## src/rtl/vx_raster_dispatch_pkg.sv

```systemverilog
// Shared record layout and dispatch sequencer states for the raster dispatch block.
package vx_raster_dispatch_pkg;

  localparam int VX_RASTER_DIM_BITS = 11;
  localparam int RASTER_DATA_BITS   = 32;
  localparam int VX_RASTER_PID_BITS = 16;
  localparam int REC_W = 2 * VX_RASTER_DIM_BITS + 9 * RASTER_DATA_BITS + VX_RASTER_PID_BITS;

  typedef struct packed {
    logic [VX_RASTER_DIM_BITS-1:0]             xloc;
    logic [VX_RASTER_DIM_BITS-1:0]             yloc;
    logic [2:0][2:0][RASTER_DATA_BITS-1:0]     edges;
    logic [VX_RASTER_PID_BITS-1:0]             pid;
  } raster_rec_t;

  typedef enum logic [2:0] {
    ST_IDLE,
    ST_START,
    ST_ARM,
    ST_RUN,
    ST_DRAIN,
    ST_DONE
  } dispatch_state_e;

endpackage

```

## src/rtl/vx_raster_dispatch_credit_rr.sv

```systemverilog
// Per-slice credit tracking and round-robin slice selection for record dispatch.
module vx_raster_dispatch_credit_rr #(
  parameter int    NUM_SLICES    = 4,
  parameter int    SLICE_CREDITS = 4,
  parameter string INSTANCE_ID   = ""
) (
  input  logic                  clk,
  input  logic                  reset,
  input  logic [NUM_SLICES-1:0] ready_i,
  input  logic [NUM_SLICES-1:0] retire_i,
  input  logic                  fire_i,
  output logic [NUM_SLICES-1:0] grant_o,
  output logic                  any_eligible_o,
  output logic                  all_idle_o
);

  localparam int CW = $clog2(SLICE_CREDITS + 1);
  localparam int PW = (NUM_SLICES > 1) ? $clog2(NUM_SLICES) : 1;
  localparam logic [CW-1:0] CRED_MAX = CW'(SLICE_CREDITS);

  logic [NUM_SLICES-1:0] eligible;
  logic [NUM_SLICES-1:0] outstanding;
  logic [PW-1:0]         rr_q;
  logic [PW-1:0]         grant_idx;

  function automatic logic [PW-1:0] rr_index(input logic [PW-1:0] base, input int off);
    int sum;
    sum = int'(base) + off;
    return PW'(sum % NUM_SLICES);
  endfunction

  generate
    for (genvar gi = 0; gi < NUM_SLICES; gi++) begin : g_slice
      logic [CW-1:0] credit_q;
      logic          inc;
      logic          dec;

      // A retire against an empty counter is ignored so the count never underflows.
      assign inc = fire_i && grant_o[gi];
      assign dec = retire_i[gi] && (credit_q != '0);

      assign eligible[gi]    = ready_i[gi] && (credit_q < CRED_MAX);
      assign outstanding[gi] = (credit_q != '0);

      always_ff @(posedge clk) begin
        if (reset) begin
          credit_q <= '0;
        end else if (inc && !dec) begin
          credit_q <= credit_q + 1'b1;
        end else if (dec && !inc) begin
          credit_q <= credit_q - 1'b1;
        end
      end

      always_ff @(posedge clk) begin
        if (!reset && retire_i[gi]) begin
          assert (credit_q != '0)
            else $error("%s: retire on slice %0d with no outstanding credit", INSTANCE_ID, gi);
        end
      end
    end
  endgenerate

  // First eligible slice at or after the pointer wins.
  always_comb begin
    grant_o        = '0;
    grant_idx      = '0;
    any_eligible_o = 1'b0;
    for (int k = 0; k < NUM_SLICES; k++) begin
      if (!any_eligible_o && eligible[rr_index(rr_q, k)]) begin
        any_eligible_o = 1'b1;
        grant_idx      = rr_index(rr_q, k);
      end
    end
    if (any_eligible_o) begin
      grant_o[grant_idx] = 1'b1;
    end
  end

  always_ff @(posedge clk) begin
    if (reset) begin
      rr_q <= '0;
    end else if (fire_i) begin
      rr_q <= rr_index(grant_idx, 1);
    end
  end

  assign all_idle_o = ~|outstanding;

endmodule

```

## src/rtl/vx_raster_dispatch.sv

```systemverilog
// Frame sequencer: starts the memory unit, drains its record stream to raster slices, signals completion.
module vx_raster_dispatch
  import vx_raster_dispatch_pkg::*;
#(
  parameter int    NUM_SLICES    = 4,
  parameter int    SLICE_CREDITS = 4,
  parameter string INSTANCE_ID   = ""
) (
  input  logic                  clk,
  input  logic                  reset,
  input  logic                  start_i,
  output logic                  busy_o,
  output logic                  done_o,
  output logic [31:0]           rec_count_o,
  output logic                  mem_start_o,
  input  logic                  mem_busy_i,
  input  logic                  in_valid_i,
  input  raster_rec_t           in_data_i,
  output logic                  in_ready_o,
  output logic [NUM_SLICES-1:0] slice_valid_o,
  output raster_rec_t           slice_data_o,
  input  logic [NUM_SLICES-1:0] slice_ready_i,
  input  logic [NUM_SLICES-1:0] slice_retire_i
);

  dispatch_state_e       state_q;
  logic                  busy_q;
  logic                  done_q;
  logic                  mem_start_q;
  logic [31:0]           rec_count_q;
  logic [NUM_SLICES-1:0] grant;
  logic                  any_eligible;
  logic                  all_idle;
  logic                  fire;

  vx_raster_dispatch_credit_rr #(
    .NUM_SLICES    (NUM_SLICES),
    .SLICE_CREDITS (SLICE_CREDITS),
    .INSTANCE_ID   (INSTANCE_ID)
  ) u_credit_rr (
    .clk            (clk),
    .reset          (reset),
    .ready_i        (slice_ready_i),
    .retire_i       (slice_retire_i),
    .fire_i         (fire),
    .grant_o        (grant),
    .any_eligible_o (any_eligible),
    .all_idle_o     (all_idle)
  );

  assign in_ready_o    = ((state_q == ST_RUN) || (state_q == ST_DRAIN)) && any_eligible;
  assign fire          = in_valid_i && in_ready_o;
  assign slice_valid_o = grant & {NUM_SLICES{fire}};
  assign slice_data_o  = in_data_i;

  always_ff @(posedge clk) begin
    if (reset) begin
      state_q     <= ST_IDLE;
      busy_q      <= 1'b0;
      done_q      <= 1'b0;
      mem_start_q <= 1'b0;
      rec_count_q <= '0;
    end else begin
      done_q      <= 1'b0;
      mem_start_q <= 1'b0;
      if (fire) begin
        rec_count_q <= rec_count_q + 32'd1;
      end
      case (state_q)
        ST_IDLE: begin
          if (start_i) begin
            state_q     <= ST_START;
            busy_q      <= 1'b1;
            mem_start_q <= 1'b1;
            rec_count_q <= '0;
          end
        end
        ST_START: state_q <= ST_ARM;
        // A memory unit that never raises busy produced an empty frame.
        ST_ARM:   state_q <= mem_busy_i ? ST_RUN : ST_DRAIN;
        ST_RUN: begin
          if (!mem_busy_i && !in_valid_i) begin
            state_q <= ST_DRAIN;
          end
        end
        ST_DRAIN: begin
          if (all_idle && !in_valid_i) begin
            state_q <= ST_DONE;
            done_q  <= 1'b1;
          end
        end
        ST_DONE: begin
          state_q <= ST_IDLE;
          busy_q  <= 1'b0;
        end
        default: begin
          state_q <= ST_IDLE;
          busy_q  <= 1'b0;
        end
      endcase
    end
  end

  assign busy_o      = busy_q;
  assign done_o      = done_q;
  assign mem_start_o = mem_start_q;
  assign rec_count_o = rec_count_q;

endmodule
```

## config.mk

```make
export PLATFORM = sky130hd
export DESIGN_NAME = vx_raster_dispatch
export DESIGN_NICKNAME = d
export VERILOG_FILES = /design/src/rtl/vx_raster_dispatch_pkg.sv /design/src/rtl/vx_raster_dispatch_credit_rr.sv /design/src/rtl/vx_raster_dispatch.sv
export SDC_FILE = /design/constraint.sdc
export NUM_CORES = 1
export LEC_CHECK = 0
export CORE_AREA = 10 10 269 271
export CTS_CLUSTER_SIZE = 25
export DETAILED_ROUTE_END_ITERATION = 10
export DIE_AREA = 0 0 279 281
export GPL_ROUTABILITY_DRIVEN = 0
export SLEW_MARGIN = 0
export SYNTH_ARGS = -nofsm -noshare
export SYNTH_HDL_FRONTEND = slang
export SYNTH_SLANG_ARGS = --single-unit
```

## constraint.sdc

```tcl
create_clock -name clk -period 3.75 [get_ports clk]
set_input_delay 0.5625 -clock clk [delete_from_list [all_inputs] [get_ports clk]]
set_output_delay 0.5625 -clock clk [all_outputs]
set_load 0.01 [all_outputs]
```

==> results of run 1 <==
[cell type report]
type | instances | area share (%)
Multi-Input combinational cell | 254 | 36.6
Tap cell | 873 | 24.0
Sequential cell | 52 | 22.9
Timing Repair Buffer | 57 | 12.3
Clock buffer | 6 | 3.05
Inverter | 10 | 0.824
Clock inverter | 2 | 0.220
Antenna cell | 3 | 0.165
[cell families after synthesis]
group	count (synthesis)	share of synthesized area (%)
buf+inv	352	48.7
simple gates	149	16.6
compound gates	73	8.05
flops	52	19.7
xor+xnor	14	2.32
fa+ha+maj	13	3.65
mux	5	0.970
[cell usage in the layout, fill, tap and decap left out, types with 3 or more instances in the layout]
master and count:
a21oi_1 31, a22oi_1 3, and2_1 5, buf_4 5, clkbuf_16 5, clkdlybuf4s50_1 52
dfxtp_1 52, diode_2 3, fa_1 4, ha_1 9, inv_1 10, mux2i_1 4
nand2_1 21, nand2b_1 7, nand3_1 12, nand4_1 14, nor2_1 28, nor2b_1 6
nor3_1 9, nor4_1 3, o211ai_1 3, o21ai_0 18, o31ai_1 11, or3_1 14
or4_1 12, xor2_1 12
[sequential cells by signal, summed over array words and instances, names as in the netlist]
| signal | count |
|---|---|
| rec_count_o | 32 |
| state_q | 3 |
| u_credit_rr.rr_q | 2 |
| done_o | 1 |
| mem_start_o | 1 |
| busy_o | 1 |
| u_credit_rr.g_slice.credit_q | 12 |
[metal layers]
| metal | GRT usage (%) | vias to the layer above | part of all wire (%) |
|---|---|---|---|
| li1 | - | 1317 | - |
| met1 | 4.60 | 1400 | 29 |
| met2 | 7.08 | 394 | 38 |
| met3 | 5.06 | 163 | 21 |
| met4 | 6.22 | 2 | 12 |
| met5 | 1.22 | - | 0.37 |
[power breakdown]
part           switching [mW]  total (mW)  internal, mW
registers              0.0786       0.694         0.616
clock network           0.227       0.492         0.264
logic                   0.258       0.469         0.211
[synth_stat cells, types with 4 or more instances]
library cell / number / area (sq um)
a21oi_1: 31 / 155
and2_1: 5 / 31.3
buf_2: 4 / 20.0
buf_4: 331 / 2480
dfxtp_1: 52 / 1040
fa_1: 4 / 80.1
ha_1: 9 / 113
inv_1: 10 / 37.5
mux2i_1: 4 / 40.0
nand2_1: 21 / 78.8
nand2b_1: 7 / 43.8
nand3_1: 12 / 60.1
nand4_1: 14 / 87.6
nor2_1: 28 / 105
nor2b_1: 6 / 37.5
nor3_1: 9 / 45.0
o21ai_0: 18 / 90.1
o31ai_1: 11 / 82.6
or3_1: 14 / 87.6
or4_1: 12 / 90.1
xor2_1: 12 / 105
[worst paths after layout]
| kind | start | endpoint |
|---|---|---|
| hold reg to reg | rec_count_o[31]$_SDFF_PP0_ | rec_count_o[31]$_SDFF_PP0_ |
| setup reg to reg | u_credit_rr.g_slice[2].credit_q[2]$_SDFFE_PP0P_ | u_credit_rr.g_slice[2].credit_q[2]$_SDFFE_PP0P_ |
| hold / removal | rec_count_o[31]$_SDFF_PP0_ | rec_count_o[31]$_SDFF_PP0_ |
| setup / recovery | slice_ready_i[2] | slice_valid_o[1] |
[worst max-delay path, cell delays in order]
cell,delay (ps)
clkdlybuf4s50_1,450
nor2b_1,370
o21ai_0,150
nor2b_1,160
or2_2,320
ha_1,170
and2_1,150
clkdlybuf4s50_1,520
[metrics by stage]
stage	hold slack, ps	utilization [%]	area (sq um)
after floorplan	471	-	5290
after global placement	463	6.58	4400
after detailed placement	478	6.58	4400
after CTS	488	6.81	4550
after global routing	522	6.81	4550
final	485	6.82	4550
==> flow_summary.yaml, run 1 <==
status:
  status: "complete, no violations"
detailed_routing:
  drc: 0
  drtIter0Drc: 155
  via_per_inst: 2.61
  firstDrtPassIters: 4
  vias: 3276
  antenna_left: 0
  drt_wl_total_microns: 22700
  wl_per_cell_microns: 18.0
placement:
  io_buffers: 52
  hpwlAfterDp_microns: 18800
  post-place-ws_ps: 208
  placedCellCount: 1246
power:
  peakVddDrop_uv: 207
  power.total_mw: 1.66
  power.density_mw_per_mm2: 363
  power_leakage_nw: 1.25
timing:
  rsz0062_at_grt: "no"
  slew_headroom_pct: 48.6
  layout_min_cycle_time_ps: 3420
  hold_violations: 0
  fin_setup_tns_ps: 0
  worst_slack_ps: 325
  worst_clock_skew_ps: 10.3
  max_freq_mhz: 292
  min_period_over_period_pct: 91.3
  worstMarginPinSlew_ps: 771
  setup_viol: 0
  drv_slew: 0
setup_path:
  reg2regPathDepth: 13
  path_max_fanout: 5
  endpoint_kind: "primary output"
  start_kind: "input pin"
  arrival_ps: 2860
  critPathKind: "in2out"
  required_ps: 3190
  r2r_slack_ps: 930
final_layout:
  drive_gt1_share_pct: 7.09
  area_growth_pct: -13.8
  multi_input_area_sq_mm: 0.00167
  final_cells: 1257
  nFillCells: 7863
  fin_nets: 732
  seqCellArea_sq_mm: 0.00104
grt:
  grt_pass1_wl_microns: 29000
  antenna_found_initial: 0
  overflow: 0
  grt.total_usage_pct: 5.50
  grt_pass1_vias: 3302
  grt_max_degree: 32
clocking:
  clkTransAtPathRegs_ps: 70
  cts_buffers: 5
  ctsRootBufferMaster: "clkbuf_16"
  post_cts_resize_count: 0
  htreeDepth: 2
  clkLatencyLatePin_ps: 310
  post-cts-setup-buffer-count: 0
  cts_buffer_depth: 2
  holdBufCountCts: 0
  tritoncts: "built"
  clock_sink_count: 52
floorplan:
  fp.dieH_microns: 281
  fp.dieW_microns: 279
  num_rows: 95
  core_area_sq_mm: 0.0668
  die_area_sq_mm: 0.0784
  ios: 705
  initial_core_util_pct: 7.91
hold_path:
  hold_depth: 2
  hp-class: "reg2reg"
synth:
  syn_area_sq_mm: 0.00529
  synth_warnings: 0
  synth_edf_count: 0
  synth-main-ff-cell: "dfxtp_1"
  synth.avg_cell_area_sq_um: 8.03
  ys_ff_latch: 52
  synth-seq-area-share_pct: 19.7
  synth_cells: 658
  syn_nets: 1010
  synth_cell_type_count: 48
  async_flop_share_pct: 0
job:
  cap_violations: 0
(Power assumes the default switching activity.)
==> run 2, diff against run 1 <==
CELL_PAD_IN_SITES_DETAIL_PLACEMENT = 0   (was unset)
CELL_PAD_IN_SITES_GLOBAL_PLACEMENT = 1   (was unset)
CORE_AREA = 10 10 264 266   (was 10 10 269 271)
DIE_AREA = 0 0 274 276   (was 0 0 279 281)
GPL_ROUTABILITY_DRIVEN = unset   (was 0)
PLACE_DENSITY_LB_ADDON = 0.1   (was unset)
==> flow_summary.yaml, run 2 (synthesized netlist as in run 1, its figures left out) <==
floorplan:
  initial_core_util_pct: 8.25
  fp.dieW_microns: 274
  ios: 705
  die_area_sq_mm: 0.0756
  core_area_sq_mm: 0.0641
  num_rows: 93
  fp.dieH_microns: 276
clocking:
  post_cts_resize_count: 0
  cts_buffers: 5
  htreeDepth: 2
  tritoncts: "built"
  ctsRootBufferMaster: "clkbuf_16"
  clock_sink_count: 52
  post-cts-setup-buffer-count: 0
  cts_buffer_depth: 2
  clkLatencyLatePin_ps: 320
  clkTransAtPathRegs_ps: 90
  holdBufCountCts: 0
hold_path:
  hold_depth: 2
  hp-class: "reg2reg"
placement:
  hpwlAfterDp_microns: 15200
  io_buffers: 52
  gp_congestion: 0.645
  placed_cell_area_sq_mm: 0.00440
status:
  status: "complete, no violations"
detailed_routing:
  vias: 3080
  drc: 0
  firstDrtPassIters: 4
  wl_per_cell_microns: 15.1
  via_per_inst: 2.48
  antenna_left: 0
  drtIter0Drc: 98
  drt_wl_total_microns: 18800
final_layout:
  area_growth_pct: -13.5
  final_util_pct: 7.13
  layout_common_cells: "52 x dfxtp_1, 52 x clkdlybuf4s50_1, 31 x a21oi_1"
  fin_nets: 735
  largest_reg_flops: 32
  design_area_sq_mm: 0.00457
  drive_gt1_share_pct: 7.81
job:
  cap_violations: 0
setup_path:
  max_stage_delay_ps: 640
  crit_chain: "clkdlybuf4s50_1 > nor2b_2 > or4_1 > and3_1 > and2_1 > clkdlybuf4s50_1"
  endpoint_kind: "primary output"
  arrival_ps: 2860
  required_ps: 3190
  cp_slowest_cell: "or4_1"
  reg2regPathDepth: 12
  start_kind: "input pin"
  cp.depth: 6
  critPathKind: "in2out"
  cp.buffers_inverters: 2
  path_max_fanout: 5
  cpLargestDelayFamily: "simple AND/OR/NAND/NOR gates"
  crit_top_cell: "clkdlybuf4s50_1"
power:
  power.density_mw_per_mm2: 386
  seq_power_share_pct: 39.4
  power_leakage_nw: 1.26
  switchingPower_uw: 614
  power.total_mw: 1.77
  peakVddDrop_uv: 161
  pwr-share-comb_pct: 26.9
  swShare_pct: 34.7
  intPower_mw: 1.15
  p_clk_share_pct: 33.7
grt:
  antenna_found_initial: 2
  grt_pass1_vias: 3212
  overflow: 0
  grt_pass1_wl_microns: 25800
  grt.total_usage_pct: 4.80
  grt_max_degree: 26
timing:
  hold_violations: 0
  min_period_over_period_pct: 91.4
  rsz0062_at_grt: "no"
  setup_viol: 0
  layout_min_cycle_time_ps: 3430
  drv_slew: 0
  slew_headroom_pct: 56.9
  worst_clock_skew_ps: 12.0
  max_freq_mhz: 292
  fin_setup_tns_ps: 0
  worstMarginPinSlew_ps: 647
run 2: changes by cell type in the layout (fill, tap and decap cells not counted), sizes merged:
| cell | before | now |
|---|---|---|
| clkinv | 2 | 0 |
| diode | 3 | 1 |
| clkbuf | 6 | 5 |
| bufinv | 0 | 1 |
| inv | 10 | 11 |
| buf | 5 | 8 |
| clkinvlp | 0 | 1 |
run 2: through the flow:
step | worst slack [ps] | hold WS, ps | cells
floorplan | 916 | 471 | 658
global route | 222 | 544 | 1239
global placement | 322 | 486 | 1231
CTS | 315 | 509 | 1239
finish | 324 | 497 | 1240
detailed placement | 276 | 484 | 1231
run 2: final timing paths:
| check | from | slack [ps] | endpoint |
|---|---|---|---|
| worst min register to register | rec_count_o[31]$_SDFF_PP0_ | 500 | rec_count_o[31]$_SDFF_PP0_ |
| worst max-delay path | slice_ready_i[0] | 320 | slice_valid_o[3] |
| worst min-delay path | rec_count_o[31]$_SDFF_PP0_ | 500 | rec_count_o[31]$_SDFF_PP0_ |
| worst max register to register | u_credit_rr.g_slice[0].credit_q[2]$_SDFFE_PP0P_ | 880 | u_credit_rr.g_slice[0].credit_q[2]$_SDFFE_PP0P_ |
run 2: power by group through the flow:
stage | logic (mW) | clock network [mW] | registers, mW
after floorplan | 0.679 | 0 | 0.677
after global placement | 0.487 | 0 | 0.714
after detailed placement | 0.488 | 0 | 0.713
after CTS | 0.493 | 0.639 | 0.701
after global routing | 0.550 | 0.657 | 0.711
final | 0.476 | 0.594 | 0.696
run 2: final cells by class:
class                           count  area (sq um)
Multi-Input combinational cell    254          1670
Fill cell                        7444         59500
Clock inverter                      3          46.3
Antenna cell                        1          2.50
Sequential cell                    52          1040
Timing Repair Buffer               60           581
Inverter                           10          37.5
Tap cell                          855          1070
Clock buffer                        5           125
run 2: per-layer routing:
metal / share of wire, % / vias to the layer above / GRT usage [%]
li1: - / 1308 / -
met1: 40 / 1373 / 5.40
met3: 15 / 112 / 3.52
met5: 0.15 / - / 0.197
met4: 7.3 / 4 / 3.88
met2: 38 / 283 / 5.88
run 2: tightest hold or removal path: cells and delay by family, from the launching register on:
kind,cells,cell delay [ps]
flip-flops,1,340
AO/OA/AOI/OAI,2,120
